`src/rtl/fetch_queue.sv`:
```
// Instruction prefetch queue: sequential fetch, req/gnt issue, in-order responses, redirect flush.
// Optional FETCH_BYPASS_EN: a response into an empty queue is presented to decode in the same cycle.
module fetch_queue #(
  parameter int DEPTH = 4,
  parameter int XLEN  = 64
) (
  input  logic                       clk_i,
  input  logic                       rst_i,
  input  logic [XLEN-1:0]            pc_init_i,
  input  logic                       redirect_i,
  input  logic [XLEN-1:0]            redirect_pc_i,
  output logic                       imem_req_o,
  output logic [XLEN-1:0]            imem_addr_o,
  input  logic                       imem_gnt_i,
  input  logic                       imem_rvalid_i,
  input  logic [31:0]                imem_rdata_i,
  output logic                       instr_valid_o,
  input  logic                       instr_ready_i,
  output logic [31:0]                instr_o,
  output logic [XLEN-1:0]            pc_o,
  output logic [XLEN-1:0]            pc_next_4_o,
  output logic [$clog2(DEPTH+1)-1:0] count_o
);

  localparam int AW  = $clog2(DEPTH);
  localparam int CW  = $clog2(DEPTH+1);
  // Discarded requests are not credit-limited, so the in-flight counter gets headroom.
  localparam int OW  = $clog2(DEPTH) + 4;
  localparam int OW1 = OW + 1;

  typedef enum logic {S_INIT, S_RUN} state_t;

  state_t          state;
  logic [XLEN-1:0] fetch_pc;
  logic [AW-1:0]   rd_ptr, wr_ptr, tag_rd, tag_wr;
  logic [CW-1:0]   count;
  logic [OW-1:0]   outstanding, discard;

  logic [31:0]     instr_mem [DEPTH];
  logic [XLEN-1:0] pc_mem    [DEPTH];
  logic [XLEN-1:0] pc4_mem   [DEPTH];
  logic [XLEN-1:0] tag_mem   [DEPTH];

  logic            gnt_fire, resp_fire, resp_keep, bypass, push, pop;
  logic [OW-1:0]   live, out_next;
  logic [OW1-1:0]  credit;
  logic [XLEN-1:0] resp_pc;

  // Credit covers queued entries plus live (non-discarded) requests still in flight.
  assign live       = outstanding - discard;
  assign credit     = OW1'(live) + OW1'(count);
  assign imem_req_o = (state == S_RUN) && (credit < OW1'(DEPTH)) && (outstanding != '1);
  assign imem_addr_o = fetch_pc;

  assign gnt_fire  = imem_req_o & imem_gnt_i;
  assign resp_fire = imem_rvalid_i & (outstanding != '0);
  assign resp_keep = resp_fire & (discard == '0) & ~redirect_i;
  assign resp_pc   = tag_mem[tag_rd];
  assign out_next  = outstanding + OW'(gnt_fire) - OW'(resp_fire);

`ifdef FETCH_BYPASS_EN
  assign bypass = resp_keep & (count == '0);
`else
  assign bypass = 1'b0;
`endif

  assign pop  = (state == S_RUN) & (count != '0) & instr_ready_i & ~redirect_i;
  assign push = resp_keep & ~(bypass & instr_ready_i);

  assign instr_valid_o = (count != '0) | bypass;
  assign instr_o       = bypass ? imem_rdata_i       : instr_mem[rd_ptr];
  assign pc_o          = bypass ? resp_pc            : pc_mem[rd_ptr];
  assign pc_next_4_o   = bypass ? resp_pc + XLEN'(4) : pc4_mem[rd_ptr];
  assign count_o       = count;

  // NOTE: sequential state uses non-blocking assignments so every register samples pre-edge values.
  always_ff @(posedge clk_i or negedge rst_i) begin
    if (!rst_i) begin
      state       <= S_INIT;
      fetch_pc    <= '0;
      rd_ptr      <= '0;
      wr_ptr      <= '0;
      tag_rd      <= '0;
      tag_wr      <= '0;
      count       <= '0;
      outstanding <= '0;
      discard     <= '0;
      // NOTE: the small arrays are reset so head payload outputs read 0 out of reset, not X.
      for (int i = 0; i < DEPTH; i++) begin
        instr_mem[i] <= '0;
        pc_mem[i]    <= '0;
        pc4_mem[i]   <= '0;
        tag_mem[i]   <= '0;
      end
    end else begin
      case (state)
        S_INIT: begin
          state    <= S_RUN;
          fetch_pc <= pc_init_i;
        end
        S_RUN: begin
          outstanding <= out_next;
          if (redirect_i) begin
            // Everything still in flight after this edge belongs to the old path.
            discard  <= out_next;
            count    <= '0;
            rd_ptr   <= '0;
            wr_ptr   <= '0;
            tag_rd   <= '0;
            tag_wr   <= '0;
            fetch_pc <= redirect_pc_i;
          end else begin
            if (resp_fire && discard != '0) discard <= discard - OW'(1);
            if (resp_fire && discard == '0) tag_rd <= tag_rd + AW'(1);
            if (gnt_fire) begin
              tag_mem[tag_wr] <= fetch_pc;
              tag_wr          <= tag_wr + AW'(1);
              fetch_pc        <= fetch_pc + XLEN'(4);
            end
            if (push) begin
              instr_mem[wr_ptr] <= imem_rdata_i;
              pc_mem[wr_ptr]    <= resp_pc;
              pc4_mem[wr_ptr]   <= resp_pc + XLEN'(4);
              wr_ptr            <= wr_ptr + AW'(1);
            end
            if (pop) rd_ptr <= rd_ptr + AW'(1);
            count <= count + CW'(push) - CW'(pop);
          end
        end
        default: state <= S_INIT;
      endcase
    end
  end

  rvalid_has_request: assert property (@(posedge clk_i) disable iff (!rst_i)
    imem_rvalid_i |-> (outstanding != '0));

endmodule

```
`config.mk`:
```
export PLATFORM = sky130hd
export DESIGN_NAME = fetch_queue
export DESIGN_NICKNAME = d
export VERILOG_FILES = /design/src/rtl/fetch_queue.sv
export SDC_FILE = /design/constraint.sdc
export NUM_CORES = 2
export LEC_CHECK = 0
export ABC_AREA = 1
export CELL_PAD_IN_SITES_DETAIL_PLACEMENT = 1
export CELL_PAD_IN_SITES_GLOBAL_PLACEMENT = 2
export CORE_MARGIN = 2
export CORE_UTILIZATION = 31
export DETAILED_ROUTE_END_ITERATION = 10
export GPL_TIMING_DRIVEN = 0
export PLACE_DENSITY = 0.84
export SLEW_MARGIN = 5
export SYNTH_ARGS = -nofsm -noshare
export SYNTH_HDL_FRONTEND = slang
export SYNTH_SLANG_ARGS = --single-unit
```
`constraint.sdc`:
```
create_clock -name clk_i -period 3.81 [get_ports clk_i]
set_input_delay 0.5715 -clock clk_i [delete_from_list [all_inputs] [get_ports clk_i]]
set_output_delay 0.5715 -clock clk_i [all_outputs]
set_load 0.01 [all_outputs]
```
# --- Yosys cells after proc, flatten, opt, wreduce, memory -nomap -nowiden ---
# Index checks and enable logic that the tools add are counted.
totals:
  regBits: 984
  latchBits: 0
  ram_bits: 0
  rom_bits: 0
  inputBits: 166
  out_inout_bits: 229
  elab_cells: 118
  mem_count: 0
classes:
  n_addsub: 13
  multipliers: 0
  n_div: 0
  magnitude_cmp: 7
  n_eq_ne: 2
  shifts: 0
  muxes: 36
  bitwise_logic: 13
  reduce_logical: 22
ops:
  columns: ["cell", "count"]
  rows:
  - ["$bwmux 256", 3]
  - ["$mux 64", 10]
  - ["$bmux 64 s2", 3]
  - ["$demux 64 s2", 2]
  - ["$add 64x3->64 const B", 2]
  - ["$bwmux 128", 1]
  - ["$pmux 64 s2", 1]
  - ["$mux 32", 3]
  - ["$bmux 32 s2", 1]
  - ["$demux 32 s2", 1]
  - ["$mux 2", 8]
  - ["$ge 3x3->1 const B", 4]
  - ["$mux 6", 2]
  - ["$not 2->3", 4]
  - ["$reduce_bool 6->1", 2]
  - ["$reduce_and 2->1", 5]
  - ["$reduce_bool 2->1", 5]
  - ["$add 2x1->2 const B", 4]
  - ["$add 6x3->7", 1]
  - ["$and 1x1->1", 7]
  - ["$lt 7x3->1 const B", 1]
  - ["$add 6x1->6", 1]
  - ["$logic_and 1x1->1", 6]
  - ["$logic_not 6->1", 1]
  - ["12 further kinds", 15]

# --- Depth between registers and ports, before layout ---
logic_depth:
  ltp_word: 9
  mapped_depth: 24
  depth_no_buf: 24

# --- Least setup slack after synthesis ---
# OpenSTA, ideal clock, no wires.
synth_path:
  kind: "register to register"
  from: "reg outstanding[0]"
  to: "reg discard[4]"
  setup_time_ps: 140
  arrival_ps: 3535
  slack_ps: 135
  path_stages_with_launch: 24
  path_buffers: 0
  period_less_slack_ps: 3675
  cell_sequence: "dfrtp_1 inv_1 ha_1 inv_1 fa_1 xor2_1 ha_1 nor2_1 nand2_1 nor2_1 o21ai_1 nor2_1 and2_2 nand2_4 ha_1 inv_1 ha_1 inv_1 fa_1 o21ai_0 xnor2_1 nand2_1 o211ai_1 o21ai_0"
synth_via:
  elab_chain_len: 9
synth_rtl:
  columns: ["element", "line", "source"]
  rows:
  - ["start, declared", "37", "logic [OW-1:0] outstanding, discard;"]
  - ["start signal, assigned", "102", "outstanding <= out_next;"]
  - ["$sub 6x6->6", "50", "assign live = outstanding - discard;"]
  - ["$add 6x3->7", "51", "assign credit = OW1'(live) + OW1'(count);"]
  - ["$lt 7x3->1", "52", "assign imem_req_o = (state == S_RUN) && (credit < OW1'(DEPTH)) && (outstanding != '1);"]
  - ["$logic_and 1x1->1", "52", null]
  - ["$logic_and 1x1->1 (*)", "52", null]
  - ["via imem_req_o", "12", "output logic imem_req_o,"]
  - ["$and 1x1->1 (*)", "55", "assign gnt_fire = imem_req_o & imem_gnt_i;"]
  - ["$add 6x1->6 (*)", "59", "assign out_next = outstanding + OW'(gnt_fire) - OW'(resp_fire);"]
  - ["$sub 6x1->6 (*)", "59", null]
  - ["$mux 6 (*)", "103", "if (redirect_i) begin"]
  - ["end signal, assigned", "105", "discard <= out_next;"]
  - ["end signal, assigned", "113", "if (resp_fire && discard != '0) discard <= discard - OW'(1);"]
  - ["end, declared", "37", null]
# Mark *: on every way through the listed nets, which the timed path passes. The rest lies on a longest branch.
# A chain may end at the register's enable or synchronous reset.

# --- Worst setup path in the final report ---
layout_path:
  from: "reg rd_ptr[0]"
  to: "out pc_o[9]"
layout_via:
  elab_chain_len: 4
layout_rtl:
  columns: ["element", "line", "source"]
  rows:
  - ["start, declared", "35", "logic [AW-1:0] rd_ptr, wr_ptr, tag_rd, tag_wr;"]
  - ["start signal, assigned", "126", "if (pop) rd_ptr <= rd_ptr + AW'(1);"]
  - ["$not 2->3 (not written as such)", "72", "assign pc_o = bypass ? resp_pc : pc_mem[rd_ptr];"]
  - ["$bmux 64 s2", "72", null]
  - ["$mux 64 (not written as such) (2 in series)", "72", null]
  - ["end, declared", "20", "output logic [XLEN-1:0] pc_o,"]
# Every way passes these cells. The select of a mux whose other input is x is not followed.

==> impl_metrics.py <==
metrics = {
    "die": {
        "die_h_um": 398,
        "rows": 144,
        "die_w_um": 398,
        "initial_utilization_pct": 31.2,
        "ios": 395,
        "die_area_um2": 158000,
        "core_area_um2": 154000,
    },
    "clocking": {
        "clk_latency_ns": 0.78,
        "clk_pin_slew_ns": 0.06,
        "cts_root_buffer": "clkbuf_16",
        "cts_sinks": 976,
        "ctsLongestPathBuffers": 3,
        "h-tree-depth": 3,
        "cts_made_buffers": 112,
        "cts_tree": "done",
    },
    "grt": {
        "grt_pass1_vias": 48000,
        "grt_antenna_before_repair": 5,
        "grt_pass1_wl_mm": 311,
        "grt_max_degree": 158,
        "overflow": 0,
        "track_usage_pct": 26.1,
    },
    "yosys": {
        "async_flop_share_pct": 100,
        "synth_edf_count": 0,
        "synth_area_leaders": "dfrtp_1 (51%), nand2_1 (16%), o21ai_0 (11%), nor2_1 (4.6%), nand3_1 (2.5%)",
        "syn_area_per_cell_um2": 7.78,
        "ys.flop_type": "dfrtp_1",
        "yosysSeqAreaShare_pct": 50.8,
        "syn-cell-area_um2": 48100,
        "syn_inst": 6182,
        "yosys_register_bits": 976,
        "syn_nets": 6381,
        "synthMostInstantiatedCell": "nand2_1",
        "yosysWarningCount": 0,
        "synth_top_area_share_pct": 50.8,
        "synthTopCellsByCount": "nand2_1 (2,060), o21ai_0 (1,056), dfrtp_1 (976)",
        "yosysUniqueCellTypes": 47,
        "synth_top_area_cell": "dfrtp_1",
    },
    "timing": {
        "fin_crit_sh_pct": 99.2,
        "fin_skew_ns": 0.0461,
        "rsz0062_at_grt": "yes",
        "drv_slew": 0,
        "max_freq_mhz": 265,
        "period_minus_slack_ns": 3.78,
        "final-setup-viol-count": 0,
        "hold_violations": 0,
        "worstMarginPinSlew_ns": 1.33,
        "slew_headroom_pct": 10.2,
    },
    "placed_design": {
        "gp_congestion": 0.939,
        "placed_cell_area_um2": 54800,
        "place.port_buffers": 393,
        "hpwl_mm": 155,
    },
    "run": {
        "drv_cap": 0,
    },
    "detailed_routing": {
        "routed-via-count": 46200,
        "via_per_inst": 5.22,
        "detail-route-antenna-nets": 0,
        "drt_iter0_drc": 3258,
        "drc": 0,
        "firstDrtPassIters": 6,
        "drt_wl_total_mm": 210,
        "post_drt_wl_per_cell_um": 23.7,
    },
    "setup_path": {
        "endpoint_kind": "output pin",
        "crit_slowest_cell": "clkdlybuf4s50_1",
        "cp.arrival_ns": 3.21,
        "worstPathMaxFanout": 10,
        "rrSetupSlack_ns": 0.11,
        "path_common_cell": "clkbuf_16",
        "cp-startpoint": "rd_ptr[0]$_DFFE_PN0P_",
        "cp-endpoint": "pc_o[9]",
        "cp-start-kind": "flip-flop",
        "critPathKind": "reg2out",
        "cp.required_ns": 3.24,
        "slowest_delay_ns": 0.61,
        "cp_cell_sequence": "clkbuf_8 > clkinvlp_4 > clkbuf_16 > clkbuf_16 > clkbuf_4 > nor2_1 > o22ai_1 > clkdlybuf4s50_1",
        "r2r_end": "discard[4]$_DFFE_PN0P_",
        "reg2reg_depth": 23,
        "r2r-start": "outstanding[0]$_DFFE_PN0P_",
    },
    "status": {
        "status": "completed",
    },
    "power": {
        "ir_drop_mv": 0.431,
        "p_leak_nw": 27.0,
        "power.total_mw": 34.7,
        "power.density_nw_per_um2": 582,
    },
    "cells_and_area": {
        "nFillCells": 18700,
        "finish.net_count": 6903,
        "stdcell_area_um2": 59600,
        "drive_gt1_share_pct": 8.96,
        "regArea_um2": 24400,
        "syn_to_final_growth_pct": 24.0,
        "multiInputGateArea_um2": 21500,
    },
    "min_path": {
        "hold_class": "in2async",
    },
}
how the worst min path moves through the flow:
| stage | slack [ns] | to | depth (start not counted) | from |
|---|---|---|---|---|
| 2_1_floorplan | 0.28 | count_o[0]$_DFFE_PN0P_ | 0 | rst_i |
| 4_1_cts | 0.36 | imem_addr_o[1]$_DFFE_PN0P_ | 3 | pc_init_i[1] |
| 3_3_place_gp | 0.45 | pc4_mem[66]$_DFFE_PN0P_ | 2 | pc4_mem[66]$_DFFE_PN0P_ |
| 5_1_grt | 0.41 | imem_addr_o[0]$_DFFE_PN0P_ | 3 | redirect_pc_i[0] |
| 6_report | 0.38 | instr_mem[19]$_DFFE_PN0P_ | 2 | rst_i |
| 3_5_place_dp | 0.46 | pc4_mem[171]$_DFFE_PN0P_ | 2 | pc4_mem[171]$_DFFE_PN0P_ |
registers in the layout, summed over array words and instances, names as in the netlist:
name	count
pc_mem	256
imem_addr_o	64
tag_wr	2
state	1
instr_mem	128
pc4_mem	248
tag_rd	2
discard	6
wr_ptr	2
outstanding	6
count_o	3
tag_mem	256
rd_ptr	2
where the power goes:
part / internal, mW / total, mW / switching (mW)
combinational: 3.86 / 11.3 / 7.43
clock: 6.59 / 11.3 / 4.74
sequential: 11.3 / 12.1 / 0.756
total: 21.8 / 34.7 / 12.9
critical path, delay by kind of cell, from the launching register on:
family	cells	cell delay [ns]
flip-flops	1	0.40
AO/OA/AOI/OAI	1	0.31
buffers and inverters	6	1.61
AND/OR/NAND/NOR	1	0.06
repair_timing:
action                     in CTS  in global routing
gates resized for setup       181                 97
hold buffers                    1                  0
setup endpoints to repair     168                409
hold endpoints to repair      135                  0
buffers inserted                7                  3
gates cloned                    1                  1
pin swaps                      10                 16
cells by family (layout without fill, tap and decap cells):
family | after synthesis | after routing | synth area share (%)
DFF | 976 | 976 | 50.8
AOI/OAI and AO/OA | 1383 | 1383 | 15.3
adders and majority gates | 33 | 33 | 0.905
and+or+nand+nor | 3069 | 3069 | 25.9
other | 1 | 2 | 0.00780
buffers and inverters | 656 | 1270 | 5.79
xor gates and xnor gates | 64 | 64 | 1.31
metal layers:
metal  vias up  part of all wire (%)  track usage [%]
met5         -                     0                0
met4         0                   4.0             9.63
met3       325                   5.6             4.08
met2      1380                    47             43.8
met1     23300                    43             34.0
li1      21200                     -                -
layout by cell type, fill, tap and decap left out, drive strengths merged:
| cell type | synthesis | layout |
|---|---|---|
| a31oi | 1 | 1 |
| inv | 273 | 273 |
| ha | 30 | 30 |
| a21oi | 30 | 30 |
| nand3 | 254 | 254 |
| nand3b | 10 | 10 |
| clkinv | 5 | 23 |
| and2 | 1 | 1 |
| dfrtp | 976 | 976 |
| a22o | 43 | 43 |
| a22oi | 1 | 1 |
| bufinv | 0 | 9 |
| xnor2 | 6 | 6 |
| or2 | 2 | 2 |
| a32oi | 1 | 1 |
| clkinvlp | 0 | 7 |
| o21ai | 1118 | 1118 |
| fa | 3 | 3 |
| nor4 | 3 | 3 |
| xor2 | 58 | 58 |
| conb | 1 | 1 |
| clkbuf | 229 | 396 |
| nand4 | 32 | 32 |
| nand2 | 2093 | 2093 |
| a221oi | 1 | 1 |
| o21a | 5 | 5 |
| o211ai | 21 | 21 |
| nor2 | 641 | 641 |
| clkdlybuf4s50 | 0 | 378 |
| o22ai | 158 | 158 |
| a21o | 1 | 1 |
| dlymetal6s2s | 0 | 13 |
| nor3b | 2 | 2 |
| nor3 | 31 | 31 |
| dlygate4sd3 | 0 | 1 |
| diode | 0 | 1 |
| a32o | 3 | 3 |
| buf | 149 | 170 |
area by class of cell:
cell class,instances,area share [%]
Timing Repair Buffer,412,7.19
Sequential cell,976,41.0
Inverter,278,1.77
Multi-Input combinational cell,4550,36.0
Tap cell,2044,4.29
Buffer,374,3.33
Antenna cell,1,0.00420
Clock buffer,172,5.53
Clock inverter,34,0.925
through the flow:
| stage | setup TNS, ns | util, % | std cells | worst slack (ns) | hold WS, ns |
|---|---|---|---|---|---|
| final | 0 | 38.7 | 8841 | 0.0318 | 0.380 |
| after CTS | 0 | 38.5 | 8839 | 0.00330 | 0.360 |
| after floorplan | 0 | - | 6182 | 0.135 | 0.276 |
| after global routing | -0.205 | 38.7 | 8840 | -0.132 | 0.413 |
| after detailed placement | -163.67 | 35.6 | 8625 | -1.62 | 0.460 |
| after global placement | - | 35.4 | 8619 | -43.97 | 0.452 |
(Power assumes the default switching activity.)
